### config.mk
export PLATFORM = sky130hd
export DESIGN_NAME = seq_shifter
export DESIGN_NICKNAME = d
export VERILOG_FILES = /design/src/rtl/shift_pkg.sv /design/src/rtl/shift_step.sv /design/src/rtl/seq_shifter.sv
export SDC_FILE = /design/constraint.sdc
export NUM_CORES = 1
export LEC_CHECK = 0
export BUFFER_PORTS_ARGS = -buffer_cell sky130_fd_sc_hd__buf_2
export CORE_MARGIN = 3
export CORE_UTILIZATION = 25
export CTS_CLUSTER_DIAMETER = 120
export DETAILED_ROUTE_END_ITERATION = 10
export GPL_TIMING_DRIVEN = 0
export PLACE_DENSITY = 0.45
export SYNTH_ARGS = -nofsm -noshare
export SYNTH_HDL_FRONTEND = slang
export SYNTH_SLANG_ARGS = --single-unit
export TNS_END_PERCENT = 1
### constraint.sdc
create_clock -name clk -period 3.6 [get_ports clk]
set_input_delay 0.36 -clock clk [delete_from_list [all_inputs] [get_ports clk]]
set_output_delay 0.36 -clock clk [all_outputs]
set_load 0.01 [all_outputs]
### src/rtl/shift_pkg.sv
// +-----------------------------------------------------------------------+
// | Module : shift_pkg                                                    |
// | Shared state and direction encodings for the sequential shifter.      |
// | Revision: 1.0                                                         |
// +-----------------------------------------------------------------------+
`default_nettype none

package shift_pkg;

    localparam logic [1:0] ST_IDLE  = 2'd0;
    localparam logic [1:0] ST_SHIFT = 2'd1;
    localparam logic [1:0] ST_DONE  = 2'd2;

    localparam logic DIR_RIGHT = 1'b0;
    localparam logic DIR_LEFT  = 1'b1;

    typedef enum logic [1:0] {
        S_IDLE  = ST_IDLE,
        S_SHIFT = ST_SHIFT,
        S_DONE  = ST_DONE
    } state_e;

endpackage

`default_nettype wire

### src/rtl/shift_step.sv
// +-----------------------------------------------------------------------+
// | Module : shift_step                                                   |
// | Combinational single-step shifter: shifts value by k with fill/rotate.|
// | Revision: 1.0                                                         |
// +-----------------------------------------------------------------------+
`default_nettype none

module shift_step
    import shift_pkg::*;
#(
    parameter int WIDTH   = 32,
    parameter int SHAMT_W = 5
) (
    input  logic [WIDTH-1:0]   value,
    input  logic [SHAMT_W-1:0] k,
    input  logic               dir,
    input  logic               fill,
    input  logic               rotate,
    output logic [WIDTH-1:0]   shifted
);

    logic [WIDTH-1:0]   w_pad;
    logic [2*WIDTH-1:0] w_wide;

    // The operand is extended with either fill bits or a copy of itself, so a
    // plain shift of the double-width word yields shift and rotate alike.
    always_comb begin
        w_pad   = rotate ? value : {WIDTH{fill}};
        w_wide  = '0;
        shifted = '0;
        if (dir == DIR_LEFT) begin
            w_wide  = {value, w_pad} << k;
            shifted = w_wide[2*WIDTH-1:WIDTH];
        end else begin
            w_wide  = {w_pad, value} >> k;
            shifted = w_wide[WIDTH-1:0];
        end
    end

endmodule

`default_nettype wire

### src/rtl/seq_shifter.sv
// +-----------------------------------------------------------------------+
// | Module : seq_shifter                                                  |
// | Multi-cycle left/right logical/arithmetic shifter, STEP bits a cycle. |
// | Optional rotate port enabled by SEQ_SHIFTER_ROTATE_EN.                |
// | Revision: 1.0                                                         |
// +-----------------------------------------------------------------------+
`default_nettype none

module seq_shifter
    import shift_pkg::*;
#(
    parameter int WIDTH   = 32,
    parameter int SHAMT_W = 5,
    parameter int STEP    = 2
) (
    input  logic               clk,
    input  logic               reset,
    input  logic               start,
    input  logic [WIDTH-1:0]   data_in,
    input  logic [SHAMT_W-1:0] shamt,
    input  logic               dir,
    input  logic               arith,
`ifdef SEQ_SHIFTER_ROTATE_EN
    input  logic               rotate,
`endif
    output logic               busy,
    output logic               done,
    output logic [WIDTH-1:0]   result
);

    // A step never needs to exceed the largest legal shift amount, which also
    // keeps the constant representable in SHAMT_W bits for tiny widths.
    localparam int STEP_EFF = (STEP > WIDTH - 1) ? (WIDTH - 1) : STEP;
    localparam logic [SHAMT_W-1:0] c_step = SHAMT_W'(STEP_EFF);

    state_e             r_state;
    logic [WIDTH-1:0]   r_work;
    logic [SHAMT_W-1:0] r_rem;
    logic               r_dir;
    logic               r_fill;
    logic               r_rot;
    logic [WIDTH-1:0]   r_result;
    logic               r_busy;
    logic               r_done;

    logic               w_rot_in;
    logic               w_fill_in;
    logic [SHAMT_W-1:0] w_amt;
    logic [SHAMT_W-1:0] w_rem_nxt;
    logic [WIDTH-1:0]   w_step;

`ifdef SEQ_SHIFTER_ROTATE_EN
    assign w_rot_in = rotate;
`else
    assign w_rot_in = 1'b0;
`endif

    // Sign fill only matters for arithmetic right shifts; left and logical
    // shifts collapse to zero fill here.
    assign w_fill_in = arith & (dir == DIR_RIGHT) & data_in[WIDTH-1];

    assign w_amt     = (r_rem >= c_step) ? c_step : r_rem;
    assign w_rem_nxt = r_rem - w_amt;

    shift_step #(
        .WIDTH   (WIDTH),
        .SHAMT_W (SHAMT_W)
    ) u_step (
        .value   (r_work),
        .k       (w_amt),
        .dir     (r_dir),
        .fill    (r_fill),
        .rotate  (r_rot),
        .shifted (w_step)
    );

    always_ff @(posedge clk) begin
        if (reset) begin
            r_state  <= S_IDLE;
            r_work   <= '0;
            r_rem    <= '0;
            r_dir    <= 1'b0;
            r_fill   <= 1'b0;
            r_rot    <= 1'b0;
            r_result <= '0;
            r_busy   <= 1'b0;
            r_done   <= 1'b0;
        end else begin
            case (r_state)
                S_IDLE: begin
                    r_done <= 1'b0;
                    if (start) begin
                        r_work <= data_in;
                        r_rem  <= shamt;
                        r_dir  <= dir;
                        r_fill <= w_fill_in;
                        r_rot  <= w_rot_in;
                        r_busy <= 1'b1;
                        if (shamt != '0) begin
                            r_state <= S_SHIFT;
                        end else begin
                            r_state  <= S_DONE;
                            r_done   <= 1'b1;
                            r_result <= data_in;
                        end
                    end
                end
                S_SHIFT: begin
                    r_work <= w_step;
                    r_rem  <= w_rem_nxt;
                    if (w_rem_nxt == '0) begin
                        r_state  <= S_DONE;
                        r_done   <= 1'b1;
                        r_result <= w_step;
                    end
                end
                S_DONE: begin
                    r_done  <= 1'b0;
                    r_busy  <= 1'b0;
                    r_state <= S_IDLE;
                end
                default: begin
                    r_done  <= 1'b0;
                    r_busy  <= 1'b0;
                    r_state <= S_IDLE;
                end
            endcase
        end
    end

    assign busy   = r_busy;
    assign done   = r_done;
    assign result = r_result;

endmodule

`default_nettype wire

Yosys cells after proc, flatten, opt, wreduce, memory -nomap -nowiden --
Index checks and enable logic that the tools add are counted.
Operators by class: muxes and demuxes 20, shift operators 2, bitwise operators 4, $lt $le $gt $ge 1, reduce and logical (&&, ||, !) cells 9, add/subtract/negate cells 1, equal/unequal tests 4
Operator list (number):
- $mux 32 | 5
- $pmux 32 s2 | 2
- $shl 64x5->64 | 1
- $shr 64x5->32 | 1
- $mux 5 | 2
- $pmux 5 s2 | 1
- $reduce_and 2->1 | 4
- $mux 2 | 3
- $ne 2x2->1 const B | 3
- $ge 5x2->1 const B | 1
- $logic_not 5->1 | 1
- $reduce_bool 5->1 | 1
- $sub 5x5->5 | 1
- $mux 1 | 4
- $pmux 1 s2 | 2
- $pmux 2 s2 | 1
- $reduce_and 4->1 | 1
- $and 1x1->1 | 2
- $eq 2x1->1 const B | 1
- $logic_not 2->1 | 1
- $not 1->1 | 2
- $reduce_bool 2->1 | 1
Word-level totals: input bits 42, bits in registers 75

Longest topological paths before layout --
Gate-level depths: netlist of run 1.
word-level depth 6, mapped depth 13, depth with buffers taken out 8

Cells and area by module --
From an unflattened synthesis of run 1, not the netlist that was laid out.
Unflattened totals: cell total of the unflattened synthesis 1248, area, all modules 10186.0 um2
Modules (own cells, without submodules):
- shift_step | times used 1, sequential area each 0.0 um2, area an instance 6949.2 um2, cells each 915
- seq_shifter | times used 1, sequential area each 1501.4 um2, area an instance 3236.9 um2, cells each 333

Worst setup path after synthesis of run 1 --
Ideal clock, no wire load.
path type register to register, from register r_rem[1], to register r_result[15], in the netlist result[15], cell stages (with the launch flop) 14, arrival time 2817 ps, data required time 3512 ps, setup time 88 ps, clock period less this slack 2905 ps, buffers on the path 5, setup slack 695 ps, cells stage by stage dfxtp_1 > or4_1 > buf_6 > buf_6 > buf_6 > nand2b_1 > ha_1 > or2_2 > a2111oi_4 > or3_1 > buf_4 > buf_6 > nor2_1 > a311oi_2
On the way: word-level cells in the longest chain between the ends 6
Ends and longest elaborated chain:
- start: declaration | RTL line seq_shifter.sv:38 | logic [SHAMT_W-1:0] r_rem;
- start signal: assignment | RTL line seq_shifter.sv:94 | r_rem <= shamt;
- start signal: assignment | RTL line seq_shifter.sv:110 | r_rem <= w_rem_nxt;
- $ge 5x2->1 | RTL line seq_shifter.sv:62 | assign w_amt = (r_rem >= c_step) ? c_step : r_rem;
- $mux 5 | RTL line seq_shifter.sv:62
- $sub 5x5->5, or another cell as far along | RTL line seq_shifter.sv:63 | assign w_rem_nxt = r_rem - w_amt;
- $logic_not 5->1 or $mux 32 (tied branches) | RTL line seq_shifter.sv:111, shift_step.sv:31
- $ne 2x2->1 (no source line) or $mux 32 (tied branches)
- $reduce_and 4->1 (no source line) or $pmux 32 s2 (tied branches)
- end signal: assignment | RTL line seq_shifter.sv:104 | r_result <= data_in;
- end signal: assignment | RTL line seq_shifter.sv:114 | r_result <= w_step;
- end: declaration | RTL line seq_shifter.sv:42 | logic [WIDTH-1:0] r_result;
Parallel ways exist; a longest one is shown, timed or not. The select of a mux whose other input is x is not followed. A chain may end at the register's enable or synchronous reset.

Worst setup path in the final report of run 1 --
from register r_rem[1], to register r_result[30], in the netlist result[30]
The elaborated chain is that of the path after synthesis.

==> results of run 1 <==
==> tightest hold or removal path, cell delays in order <==
cell and delay (ps):
buf_2 100, nand4b_1 70, a21oi_1 60
==> Yosys cell counts (3+ instances only) <==
library cell  instances  share of area [%]
buf_1                 4               0.34
a211oi_1             12                2.0
o21ai_0              34                3.8
dfxtp_1              75                 34
mux2_2                4                1.0
a21oi_1              50                5.6
buf_2                18                2.0
o211ai_1              6                1.0
a32oi_1               5               0.98
o41ai_1               8                1.6
buf_6                 8                2.0
nand3_1              68                7.6
and3_1                7               0.98
o22ai_1              12                1.7
mux2i_1               7                1.6
nor2b_1               8                1.1
nand2_1              57                4.8
o21ai_1              11                1.2
a311oi_1              5               0.98
nand2b_1              7               0.98
a2111oi_4             4                2.5
nor3_1                5               0.56
nor2_1               62                5.2
a31oi_1               5               0.70
nand4_1               3               0.42
o221ai_1              4               0.78
o311ai_0              5               0.98
a211oi_2              5                1.4
or3_1                 3               0.42
clkbuf_1             21                1.8
inv_1                 6               0.50
==> power by group <==
| group | leakage, nW | switching [mW] | internal, mW | total, mW |
|---|---|---|---|---|
| Combinational | 1.27 | 0.560 | 0.300 | 0.860 |
| Clock | 0.162 | 0.363 | 0.641 | 1.00 |
| Sequential | 0.614 | 0.115 | 0.914 | 1.03 |
| Total | 2.05 | 1.04 | 1.86 | 2.89 |
==> cell type report <==
class	instances	area (um2)	area share [%]
inverters	6	22.5	0.413
clock inverters	4	73.8	1.35
flip-flops and latches	75	1500	27.5
plain buffers	53	289	5.30
multi-input cells	441	2670	48.8
clock buffers	11	253	4.63
well taps	225	282	5.16
repair buffers	74	370	6.79
==> routing by layer <==
layer,GRT usage (%),share of wire (%),vias up
met3,4.33,6.5,37
met4,6.27,2.8,0
li1,-,-,2319
met2,27.1,42,209
met5,0,0,-
met1,26.2,49,2238
==> worst max path at each step <==
stage	depth (start not counted)	slack, ps	to	startpoint
6_report	12	250	result[30]$_SDFFE_PP0P_	r_rem[1]$_SDFFE_PP0P_
5_1_grt	12	4	result[18]$_SDFFE_PP0P_	r_rem[1]$_SDFFE_PP0P_
4_1_cts	12	240	result[30]$_SDFFE_PP0P_	r_rem[1]$_SDFFE_PP0P_
3_5_place_dp	12	250	result[31]$_SDFFE_PP0P_	r_rem[1]$_SDFFE_PP0P_
3_3_place_gp	12	260	result[31]$_SDFFE_PP0P_	r_rem[1]$_SDFFE_PP0P_
2_1_floorplan	13	700	result[15]$_SDFFE_PP0P_	r_rem[1]$_SDFFE_PP0P_
==> logic make-up (layout without fill, tap and decap cells) <==
kind of cell,after synthesis,after routing,synth area share [%]
compound gates,189,189,30.4
fa+ha+maj,1,1,0.279
buf+inv,59,148,6.96
flops,75,75,33.5
mux,11,11,2.57
other cells,1,1,0.0837
simple gates,239,239,26.2
==> registers in the layout, indices dropped and copies added (netlist names) <==
register and cells:
r_rem 5, done 1, r_work 32, r_state 2, r_dir 1, busy 1, r_fill 1, result 32
==> per-stage QoR <==
| step | util [%] | cell area (um2) | hold slack, ps | power (mW) |
|---|---|---|---|---|
| after floorplan | - | 4480 | 460 | 1.59 |
| after global placement | 29.5 | 5130 | 443 | 1.88 |
| after detailed placement | 29.5 | 5130 | 443 | 1.89 |
| after CTS | 31.3 | 5460 | 271 | 2.90 |
| after global routing | 31.3 | 5460 | 301 | 3.03 |
| final | 31.3 | 5460 | 291 | 2.89 |
==> flow_metrics.py, run 1 <==
metrics = {
    "sta": {
        "hold_viol": 0,
        "min_period_ps": 3350,
        "min_period_over_period_pct": 93.0,
        "max_freq_mhz": 299,
        "clock_skew_ps": 9.77,
        "rsz0062_at_grt": "no",
        "setup_slack_ps": 250,
        "relSlewSlack_pct": 33.2,
        "drv_slew": 0,
        "tightest_slew_ps": 996,
        "final.setup.tns_ps": 0,
        "setup_viol": 0,
    },
    "setup_path": {
        "endpoint_kind": "flip-flop",
        "crit_chain": "or4_1 -> buf_6 -> buf_6 -> buf_6 -> nand2b_1 -> ha_1 -> nor4b_1 -> and3_1 -> nor3_1 -> clkbuf_1 -> nand2_1 -> a21oi_1",
        "worstSetupPathType": "flip-flop to flip-flop",
        "max_stage_delay_ps": 590,
        "rr_startpoint": "r_rem[1]$_SDFFE_PP0P_",
        "worst-r2r-setup-slack_ps": 250,
        "cp_max_fo": 10,
        "critPathTopFamily": "simple AND/OR/NAND/NOR gates",
        "crit-reg2reg-capture": "result[30]$_SDFFE_PP0P_",
        "r2r_cells": 12,
        "slowest_stage": "clkbuf_1",
        "cp_num_buf_inv": 4,
        "crit_top_cell": "buf_6",
        "crit_path_start_kind": "flip-flop",
        "required_ps": 3880,
        "cp_data_arrival_time_ps": 3630,
    },
    "detailed_routing": {
        "drc": 0,
        "wl_per_cell_um": 20.4,
        "dr.pass1.iters": 5,
        "drt_first_iter_violations": 393,
        "drt-vias-per-instance": 5.40,
        "dr_total_vias": 4803,
        "drt_wl_total_mm": 18.1,
        "antenna_left": 0,
    },
    "floorplanning": {
        "fp-row-count": 48,
        "die_h_um": 140,
        "die_x_um": 140,
        "core_area_mm2": 0.0174,
        "start_util_pct": 25.7,
        "die_area_mm2": 0.0196,
        "io_pins": 76,
    },
    "logic_synthesis": {
        "synth_nets": 618,
        "synth_ff_type": "dfxtp_1",
        "synth-edff-count": 0,
        "synthCells": 575,
        "ys_warn_count": 0,
        "syn-cell-area_mm2": 0.00448,
        "synthArstFlopShare_pct": 0,
        "syn_avg_cell_area_um2": 7.79,
        "ys_seq_elements": 75,
        "synth_cell_types": 65,
        "yosysSeqAreaShare_pct": 33.5,
    },
    "grt": {
        "grt_use_total_pct": 18.3,
        "grt_pass1_vias": 4698,
        "antenna_found_initial": 0,
        "grt_start_max_net_pins": 13,
        "overflow": 0,
        "grt_pass1_wl_mm": 28.0,
    },
    "pwr": {
        "powerDensity_mw_per_mm2": 530,
        "leakage_nw": 2.05,
        "vdd_drop_max_v": 0.000234,
    },
    "clock_tree": {
        "clk_pin_slew_ps": 60,
        "ctsHoldBuffers": 0,
        "cts_setup_buffers": 0,
        "h-tree-depth": 3,
        "cts_buffer_depth": 2,
        "cts_tree": "done",
        "cts_root_buf": "clkbuf_16",
        "clock_sinks": 75,
        "numCtsBuffers": 9,
        "clock_latency_ps": 350,
        "cts.repair.resized": 0,
    },
    "flow_run": {
        "max_cap_violations": 0,
    },
    "finish": {
        "final_common_cell": "buf_2",
        "stdcell_count": 889,
        "layout_common_cells": "buf_2 (92), dfxtp_1 (75), nand3_1 (68)",
        "areaGrowthSynthToFinish_pct": 21.8,
        "layout-drive-gt1-share_pct": 22.4,
        "fillerInstances": 1925,
        "diodes": 0,
        "finalNetCount": 703,
    },
    "place": {
        "pre_cts_ws_ps": 250,
        "gp_congestion": 0.912,
        "hpwl_mm": 13.8,
        "port_buffers": 74,
        "dp.cells": 874,
    },
    "status": {
        "status": "finished, final reports clean",
    },
    "min_path": {
        "min_to": "r_fill$_SDFFE_PP0P_",
        "whs_path_depth": 3,
        "hold_path.class": "input port to flip-flop",
        "min_from": "arith",
    },
}
Note: power is estimated with default switching activity, not from simulation.
==> run 2: changes to the inputs <==
Settings changed: CORE_ASPECT_RATIO set to 1.2.
==> flow_metrics.py, run 2 (synthesis results as in run 1) <==
metrics = {
    "sta": {
        "min_period_over_period_pct": 95.3,
        "hold_viol": 0,
        "clock_skew_ps": 12.3,
        "max_freq_mhz": 291,
        "min_period_ps": 3430,
        "whs_ps": 279,
        "drv_slew": 0,
        "rsz0062_at_grt": "no",
        "final.setup.tns_ps": 0,
        "relSlewSlack_pct": 41.7,
        "setup_viol": 0,
        "tightest_slew_ps": 874,
        "setup_slack_ps": 169,
    },
    "setup_path": {
        "endpoint_kind": "flip-flop",
        "rr_startpoint": "r_rem[1]$_SDFFE_PP0P_",
        "crit_path_start_kind": "flip-flop",
        "cp_data_arrival_time_ps": 3700,
        "cp_max_fo": 10,
        "worstSetupPathType": "flip-flop to flip-flop",
        "critPathLaunch": "r_rem[1]$_SDFFE_PP0P_",
        "required_ps": 3870,
    },
    "place": {
        "place_area_mm2": 0.00512,
        "port_buffers": 74,
        "hpwl_mm": 14.4,
        "dp.cells": 869,
        "pre_cts_ws_ps": 86.4,
        "gp_congestion": 0.961,
    },
    "min_path": {
        "min_from": "dir",
        "hold_path.class": "input port to flip-flop",
    },
    "clock_tree": {
        "clk_pin_slew_ps": 60,
        "cts_buffer_depth": 2,
        "cts_root_buf": "clkbuf_16",
        "clock_sinks": 75,
        "cts_setup_buffers": 0,
        "cts.repair.resized": 0,
        "numCtsBuffers": 9,
        "ctsHoldBuffers": 0,
        "h-tree-depth": 3,
        "clock_latency_ps": 350,
        "cts_tree": "done",
    },
    "floorplanning": {
        "fp-row-count": 53,
        "start_util_pct": 25.5,
        "die_x_um": 128,
        "die_area_mm2": 0.0196,
        "die_h_um": 153,
        "core_area_mm2": 0.0176,
        "io_pins": 76,
    },
    "detailed_routing": {
        "drc": 0,
        "drt_first_iter_violations": 425,
        "antenna_left": 0,
        "drt-vias-per-instance": 5.64,
        "wl_per_cell_um": 21.7,
        "dr.pass1.iters": 6,
        "dr_total_vias": 4991,
        "drt_wl_total_mm": 19.2,
    },
    "finish": {
        "stdcell_count": 885,
        "ff_latch_area_mm2": 0.00150,
        "layout_common_cells": "buf_2 (92), dfxtp_1 (75), nand3_1 (68)",
        "diodes": 0,
        "fin_area_mm2": 0.00542,
        "areaGrowthSynthToFinish_pct": 21.1,
        "fillerInstances": 1929,
        "multiInputGateArea_mm2": 0.00267,
        "utilization_pct": 30.9,
        "final_common_cell": "buf_2",
        "layout-drive-gt1-share_pct": 22.9,
        "finalNetCount": 703,
    },
    "pwr": {
        "vdd_drop_max_v": 0.000188,
        "powerDensity_mw_per_mm2": 520,
        "leakage_nw": 2.03,
        "power_mw": 2.82,
    },
    "grt": {
        "grt_start_max_net_pins": 14,
        "grt-busiest-layer": "met2",
        "grt_use_met3_pct": 4.91,
        "use_met1_pct": 23.9,
        "grt_pass1_vias": 4985,
        "met2_usage_pct": 33.0,
        "antenna_found_initial": 0,
        "overflow": 0,
        "grt_pass1_wl_mm": 29.4,
        "grt_use_total_pct": 19.7,
    },
    "flow_run": {
        "max_cap_violations": 0,
    },
    "status": {
        "status": "finished, final reports clean",
    },
}
[run 2: critical path, cell delays in order, from the launching register on]
cell and delay, ps:
dfxtp_1 390, or4_1 580, buf_6 170, buf_6 150
buf_6 160, nand2b_1 80, ha_1 250, or2_2 310
a2111oi_4 330, or3_1 210, buf_4 170, buf_6 170
o311ai_0 180, a21oi_1 170
[run 2: layout make-up]
| class | count | area share (%) |
|---|---|---|
| clock buffer | 9 | 4.15 |
| clock inverter | 7 | 1.27 |
| timing repair buffer | 74 | 6.83 |
| buffer | 53 | 5.35 |
| tap | 220 | 5.07 |
| sequential | 75 | 27.7 |
| multi-input combinational | 441 | 49.2 |
| inverter | 6 | 0.415 |
[run 2: final timing paths]
kind	to	slack [ps]	cells past startpoint
max	result[26]$_SDFFE_PP0P_	170	13
min	r_dir$_SDFFE_PP0P_	280	3
max reg2reg	result[26]$_SDFFE_PP0P_	170	13
min reg2reg	result[25]$_SDFFE_PP0P_	450	2
[run 2: power by group]
part	switching, mW	internal (mW)	leakage, nW	total (mW)
registers	0.119	0.914	0.614	1.03
clock network	0.382	0.534	0.141	0.916
logic	0.570	0.301	1.28	0.871
total	1.07	1.75	2.03	2.82
[run 2: routing by layer]
metal	vias up	part of all wire (%)
li1	2316	-
met1	2430	42
met2	198	49
met3	47	5.9
met4	0	2.9
met5	-	0
